===== src/rtl/max7219_spi_tx.sv =====
// max7219_spi_tx: serializes {addr_in, din} MSB-first to a MAX7219 over CS/SCK/DIN.
// Optional build macro MAX7219_TX_QUEUE_EN adds a one-entry pending frame so a
// new request can be taken mid-frame and launched straight out of GAP.
module max7219_spi_tx #(
  parameter int CLK_DIV = 4,
  parameter int ADDR_W  = 8
) (
  input  logic              clk,
  input  logic              rst,
  input  logic [ADDR_W-1:0] addr_in,
  input  logic [7:0]        din,
  input  logic              start,
  output logic              cs,
  output logic              sck,
  output logic              dout,
  output logic              busy,
  output logic              done
);
  localparam int FW = ADDR_W + 8;
  localparam int CW = $clog2(CLK_DIV + 1);
  localparam int BW = $clog2(FW);

  if (CLK_DIV < 1 || CLK_DIV > 255) begin : g_bad_div
    $error("CLK_DIV must be in 1..255");
  end

  typedef enum logic [1:0] {IDLE, SHIFT, TAIL, GAP} state_t;

  state_t          state, state_n;
  logic [CW-1:0]   cnt, cnt_n;
  logic [BW-1:0]   bitc, bitc_n;
  logic [FW-1:0]   sr, sr_n, fin, ldata;
  logic            cs_n, sck_n, dout_n, busy_n, done_n, last, load;
`ifdef MAX7219_TX_QUEUE_EN
  logic            pend_v, pend_v_n;
  logic [FW-1:0]   pend, pend_n;
`endif

  assign fin  = {addr_in, din};
  assign last = cnt == CW'(CLK_DIV - 1);

  // State, counters, shift register and every output are registered here.
  always_ff @(posedge clk or negedge rst) begin
    if (!rst) begin
      state <= IDLE;
      cnt   <= '0;
      bitc  <= '0;
      sr    <= '0;
      cs    <= 1'b1;
      sck   <= 1'b0;
      dout  <= 1'b0;
      busy  <= 1'b0;
      done  <= 1'b0;
`ifdef MAX7219_TX_QUEUE_EN
      pend_v <= 1'b0;
      pend   <= '0;
`endif
    end else begin
      state <= state_n;
      cnt   <= cnt_n;
      bitc  <= bitc_n;
      sr    <= sr_n;
      cs    <= cs_n;
      sck   <= sck_n;
      dout  <= dout_n;
      busy  <= busy_n;
      done  <= done_n;
`ifdef MAX7219_TX_QUEUE_EN
      pend_v <= pend_v_n;
      pend   <= pend_n;
`endif
    end
  end

  // Next-state logic: sck itself marks the phase; dout only moves when a low phase begins.
  always_comb begin
    state_n = state;
    cnt_n   = (state == IDLE || last) ? '0 : cnt + 1'b1;
    bitc_n  = bitc;
    sr_n    = sr;
    cs_n    = cs;
    sck_n   = sck;
    dout_n  = dout;
    done_n  = 1'b0;
    load    = 1'b0;
    ldata   = fin;
    case (state)
      IDLE: begin
        cs_n  = 1'b1;
        sck_n = 1'b0;
      end
      SHIFT: begin
        if (last) begin
          if (!sck) begin
            sck_n = 1'b1;
          end else if (bitc == '0) begin
            sck_n   = 1'b0;
            state_n = TAIL;
          end else begin
            sck_n  = 1'b0;
            bitc_n = bitc - 1'b1;
            sr_n   = sr << 1;
            dout_n = sr[FW-2];
          end
        end
      end
      TAIL: begin
        if (last) begin
          state_n = GAP;
          cs_n    = 1'b1;
          dout_n  = 1'b0;
        end
      end
      GAP: begin
        if (last) begin
          state_n = IDLE;
          done_n  = 1'b1;
        end
      end
    endcase
`ifdef MAX7219_TX_QUEUE_EN
    pend_v_n = pend_v;
    pend_n   = pend;
    if (state == GAP && last && pend_v) begin
      load     = 1'b1;
      ldata    = pend;
      pend_v_n = 1'b0;
    end else if (start && !pend_v && (state == IDLE || (state == GAP && last))) begin
      load = 1'b1;
    end else if (start && !pend_v && state != IDLE) begin
      pend_v_n = 1'b1;
      pend_n   = fin;
    end
`else
    load = start && state == IDLE;
`endif
    if (load) begin
      state_n = SHIFT;
      cnt_n   = '0;
      bitc_n  = BW'(FW - 1);
      sr_n    = ldata;
      cs_n    = 1'b0;
      sck_n   = 1'b0;
      dout_n  = ldata[FW-1];
    end
`ifdef MAX7219_TX_QUEUE_EN
    busy_n = state_n != IDLE && pend_v_n;
`else
    busy_n = state_n != IDLE;
`endif
  end
endmodule


===== config.mk =====
export PLATFORM = sky130hd
export DESIGN_NAME = max7219_spi_tx
export DESIGN_NICKNAME = d
export VERILOG_FILES = /design/src/rtl/max7219_spi_tx.sv
export SDC_FILE = /design/constraint.sdc
export NUM_CORES = 1
export LEC_CHECK = 0
export BUFFER_PORTS_ARGS = -buffer_cell sky130_fd_sc_hd__buf_2
export CORE_MARGIN = 2
export CORE_UTILIZATION = 55
export DETAILED_ROUTE_END_ITERATION = 12
export PLACE_DENSITY = 0.87
export REMOVE_ABC_BUFFERS = 1
export SLEW_MARGIN = 15
export SYNTH_ARGS = -nofsm -noshare
export SYNTH_HDL_FRONTEND = slang
export SYNTH_SLANG_ARGS = --single-unit

===== constraint.sdc =====
create_clock -name clk -period 1.95 [get_ports clk]
set_input_delay 0.39 -clock clk [delete_from_list [all_inputs] [get_ports clk]]
set_output_delay 0.39 -clock clk [all_outputs]
set_load 0.02 [all_outputs]

* After elaboration in Yosys (flattened, before gate mapping)
Cells that the tools add are included.
Cells by class: add/subtract/negate cells 2, multiply operators 0, divide/modulo/power cells 0, magnitude comparators 0, equality and inequality tests 9, shift operators 0, mux-type cells 34, bitwise operators 0, reduce and logical (&&, ||, !) cells 15
Operators with widths (count):
- $mux W15 | 5
- $mux W4 | 5
- $mux W1 | 12
- $mux W2 | 6
- $ne A3 B3 Y1 const B | 4
- $reduce_bool A3 Y1 | 3
- $reduce_bool A2 Y1 | 4
- $mux W3 | 2
- $pmux W1 S2 | 3
- $pmux W2 S3 | 1
- $reduce_and A5 Y1 | 1
- $eq A2 B2 Y1 const B | 2
- $logic_not A4 Y1 | 1
- $reduce_and A2 Y1 | 2
- $reduce_and A4 Y1 | 1
- $sub A4 B1 Y4 const B | 1
- $add A3 B1 Y3 const B | 1
- $eq A3 B2 Y1 const B | 1
- $eq A2 B1 Y1 const B | 1
- $logic_not A2 Y1 | 1
- $ne A2 B2 Y1 const B | 1
- $logic_and A1 B1 Y1 | 1
- $logic_or A1 B1 Y1 | 1
Word-level totals: register bits after elaboration 29, latch bits 0, bits in writable memories 0, ROM bits 0, input port bits 19, output and inout bits 5, memories 0

* Longest topological paths before layout
depth in word-level cells 7, depth in mapped cells 8, gate-level depth less buffers 5

* Worst setup path after synthesis
OpenSTA, ideal clock, no wires.
path kind register -> register, from register cnt[0], to register bitc[2], arrival 1.605 ns, required time 1.826 ns, slack 0.221 ns, cell stages (with the launch flop) 8, path buffers 2, period minus slack after synthesis 1.729 ns, cell sequence dfrtp_1 -> ha_1 -> ha_1 -> buf_6 -> and4b_1 -> buf_6 -> and4b_1 -> a211o_1
Between the ends: word-level cells in the longest chain between the ends 3
RTL lines:
- start: declaration | line 30 | logic [CW-1:0] cnt, cnt_n;
- start signal: assignment | line 60 | cnt <= cnt_n;
- $eq A3 B2 Y1 | line 40 | assign last = cnt == CW'(CLK_DIV - 1);
- $reduce_bool A2 Y1 (no line)
- $reduce_and A4 Y1 (no line)
- end signal: assignment | line 61 | bitc <= bitc_n;
- end: declaration | line 31 | logic [BW-1:0] bitc, bitc_n;
Every way passes these cells. A chain may end at the register's enable or synchronous reset.

* Final worst setup path
from register cnt[0], to register dout
Between the ends: word-level cells in the longest chain between the ends 3, elaborated cells on any way between the ends 4, classes of those cells eq/ne (3); reduce/logical (1)
RTL lines:
- $eq A3 B2 Y1 (*) | line 40
- $ne A3 B3 Y1 (no line)
- $reduce_and A5 Y1 (no line) (*)
- end signal: assignment | line 65 | dout <= dout_n;
- end: declaration | line 15 | output logic dout,
Every way passes the cells marked *; elsewhere a longest branch is shown, timed or not.

==> out/results.md <==
- **Sw Share** 0.371
- **Final Hold Vio Count** 0
- **RSZ-0062 raised after global routing** no
- **largest fanout on the critical path** 9
- **detail-routed via count per cell** 5.92
- **total power** 2.12 mW
- **Crit Path Category** reg2reg
- **Yosys cell types** 33
- **later-pin clock latency in the skew report** 330 ps
- **worst-case clock skew** 10.1 ps
- **number of gates given a new drive strength after cts** 0
- **cell area after layout** 0.00163 mm2
- **CORE AREA** 0.00252 mm2
- **mean area per synthesized cell** 9.87 um2
- **CTS clk-pin slew, worst paths** 100 ps
- **overall routed net length** 2850 um
- **WP data arrival** 2040 ps
- **internal power component** 1.34 mW
- **worst-case register-to-register setup slack** 130 ps
- **family of cells with the greatest summed delay on the critical path** adder cells
- **most instantiated library cell after synthesis** sky130_fd_sc_hd__nand2_1
- **slowest CP cell** sky130_fd_sc_hd__dfrtp_1
- **starting utilization of the core area** 0.587
- **die width** 55.9 um
- **most used flip-flop cell after synthesis** sky130_fd_sc_hd__dfrtp_1
- **GRT Residual Overflow** 0
- **post-route worst hold slack** 69.3 ps
- **FFs w/ async S/R, synth** 1.00
- **wire length of the first global-routing pass** 5180 um
- **drt pass-1 iters** 4
- **number of standard cells after synthesis** 150
- **cell area after technology mapping** 0.00148 mm2
- **top cells by count, synth** sky130_fd_sc_hd__nand2_1, sky130_fd_sc_hd__dfrtp_1, sky130_fd_sc_hd__nand3_1
- **die area** 0.00312 mm2
- **RD Place Congestion** 0.780
- **post-synthesis sequential element count** 29
- **leading post-synthesis cells by cell area** sky130_fd_sc_hd__dfrtp_1, sky130_fd_sc_hd__nand2_1, sky130_fd_sc_hd__o211ai_1
- **count of final max-slew check failures** 0
- **y dimension of the die** 55.9 um
- **initial antenna violation count** 0
- **Min-Delay Path Class** in2async
- **final worst-path setup slack** 128 ps
- **total setup buffers inserted after CTS** 0
- **Reg2Reg Capture Point** dout$_DFFE_PN0P_
- **sequential-to-total area share from yosys stat** 0.491
- **cell with the most instances on the worst path** sky130_fd_sc_hd__ha_1
- **launch instance of the worst register-to-register path** cnt[0]$_DFF_PN0_
- **maximum number of pins on one net before global-route repair** 30
- **launching element type of the critical path** flip-flop
- **cell type with the largest total area after synthesis** sky130_fd_sc_hd__dfrtp_1
- **via total after detailed routing** 1202
- **cell chain of the critical path** ha_1 > ha_1 > nand4b_2 > o32ai_1 > mux2_2
- **maximum root-to-sink buffer count** 2
- **Worst setup EP type** flip-flop
- **Post-Layout Cell Count** 203
- **number of maximum-capacitance violations** 0
- **crit share post-route** 0.934
- **aggregate negative setup slack** 0 ps
- **count of synthesis-stage warnings from yosys** 0
- **P_leak** 0.726 nW
- **number of nets at the end of the flow** 194
- **share of cells above drive strength 1** 0.243
- **pre-CTS setup slack** 159 ps
- **post-detailed-placement cell area** 0.00157 mm2
- **run status** complete, no violations
- **quantity of hold-fixing buffers added after cts** 0
- **Clock H-tree levels** 2
- **clock buffer count from CTS** 5
- **cell count of the worst reg-to-reg path** 5
- **num ports** 24
- **number of placed instances with taps included** 195
- **via count of the first global-routing pass** 1175
- **global routing usage summed across all routing layers** 0.214
- **EDFF count, synth** 0
- **f_max** 549 MHz
- **buffers and inverters on the worst path** 0
- **Setup Viol. Count Final** 0
- **Rel. slew slack** 0.554
- **clock network fraction of design power** 0.167
- **power density cells** 1310 mW/mm2
- **peak ir drop on the vdd network** 0.863 mV
- **CTS tree** built
- **antenna diode instance count** 0
- **Num Clock Sinks** 29
- **transition time of the tightest slew-check pin** 668 ps
- **Root Buffer** sky130_fd_sc_hd__clkbuf_4
- **number of buffers inserted by port buffering** 23
- **post-route minimum period** 1820 ps
- **number of routed nets with antenna violations** 0
- **Yosys top cell area share** 0.473
- **data required time of the critical path** 2170 ps
- **sequential share of power** 0.488
- **Gate power share** 0.345
- **detailed-route wire length per cell** 14.0 um
- **switching component of the power** 0.787 mW
- **DRC errors left** 0
- **Core Util, Final** 0.644
- **CP max stage delay** 370 ps
- **Area growth, synth to finish** 9.81%
- **post-detail-place hpwl** 1990 um
- **Rows** 18
- **1st-iter DRT viols** 32
## kinds of logic (layout without fill, tap and decap cells)
family,after synthesis,in the layout,share of synthesized area
and+or+nand+nor,75,75,0.268
DFF,29,29,0.491
muxes,2,2,0.0152
adders and majority gates,3,3,0.0254
AOI/OAI and AO/OA,27,27,0.135
buffers and inverters,14,37,0.0651
## area by class of cell
class | count | area [um2]
inverters | 3 | 11.3
flip-flops and latches | 29 | 727
fillers | 217 | 897
multi-input cells | 107 | 657
repair buffers | 26 | 138
clock buffers | 5 | 37.5
clock inverters | 3 | 17.5
well taps | 30 | 37.5
## cells in the final DEF, fill, tap and decap left out, types with 2 or more instances in the layout
cell	netlist	routed
sky130_fd_sc_hd__inv_1	3	3
sky130_fd_sc_hd__nor2_1	7	7
sky130_fd_sc_hd__clkinv_2	0	2
sky130_fd_sc_hd__nand2_1	33	33
sky130_fd_sc_hd__dfrtp_1	28	28
sky130_fd_sc_hd__nor3b_4	2	2
sky130_fd_sc_hd__buf_4	2	3
sky130_fd_sc_hd__and4b_1	2	2
sky130_fd_sc_hd__or3b_1	2	2
sky130_fd_sc_hd__and2_1	2	2
sky130_fd_sc_hd__clkbuf_4	0	5
sky130_fd_sc_hd__ha_1	3	3
sky130_fd_sc_hd__o211ai_1	14	14
sky130_fd_sc_hd__buf_2	5	23
sky130_fd_sc_hd__nand3_1	18	18
sky130_fd_sc_hd__o21ai_0	3	3
sky130_fd_sc_hd__nor3_1	4	4
sky130_fd_sc_hd__mux2_2	2	2
## worst reg2reg max path: stages (launching register included)
cell,delay [ps]
sky130_fd_sc_hd__dfrtp_1,370
sky130_fd_sc_hd__ha_1,160
sky130_fd_sc_hd__ha_1,370
sky130_fd_sc_hd__nand4b_2,260
sky130_fd_sc_hd__o32ai_1,200
sky130_fd_sc_hd__mux2_2,360
## registers in the layout, summed over array words and instances (netlist names)
signal,flops
sr,15
bitc,4
cnt,3
state,2
busy,1
cs,1
done,1
dout,1
sck,1
## worst max-delay path by stage
| stage | startpoint | slack, ps | cells past startpoint | to |
|---|---|---|---|---|
| after floorplan | cnt[0]$_DFF_PN0_ | 120 | 5 | bitc[2]$_DFFE_PN0P_ |
| after global placement | cnt[0]$_DFF_PN0_ | 230 | 5 | dout$_DFFE_PN0P_ |
| after detailed placement | cnt[0]$_DFF_PN0_ | 160 | 5 | dout$_DFFE_PN0P_ |
| after CTS | cnt[0]$_DFF_PN0_ | 130 | 5 | dout$_DFFE_PN0P_ |
| after global routing | cnt[0]$_DFF_PN0_ | 20 | 5 | dout$_DFFE_PN0P_ |
| final | cnt[0]$_DFF_PN0_ | 130 | 5 | dout$_DFFE_PN0P_ |
## routing by layer
layer / part of all wire / GRT usage
met3: 0.052 / 0.0698
met4: 0.0074 / 0.0612
met1: 0.42 / 0.248
met5: 0 / 0
met2: 0.52 / 0.378
## power by group through the flow
stage / clock network, mW / registers [mW] / logic [mW]
finish: 0.355 / 1.04 / 0.732
global placement: 0 / 1.02 / 0.688
CTS: 0.361 / 1.03 / 0.740
detailed placement: 0 / 1.04 / 0.735
global route: 0.399 / 1.07 / 0.828
floorplan: 0 / 1.04 / 0.499
(Power assumes the default switching activity.)
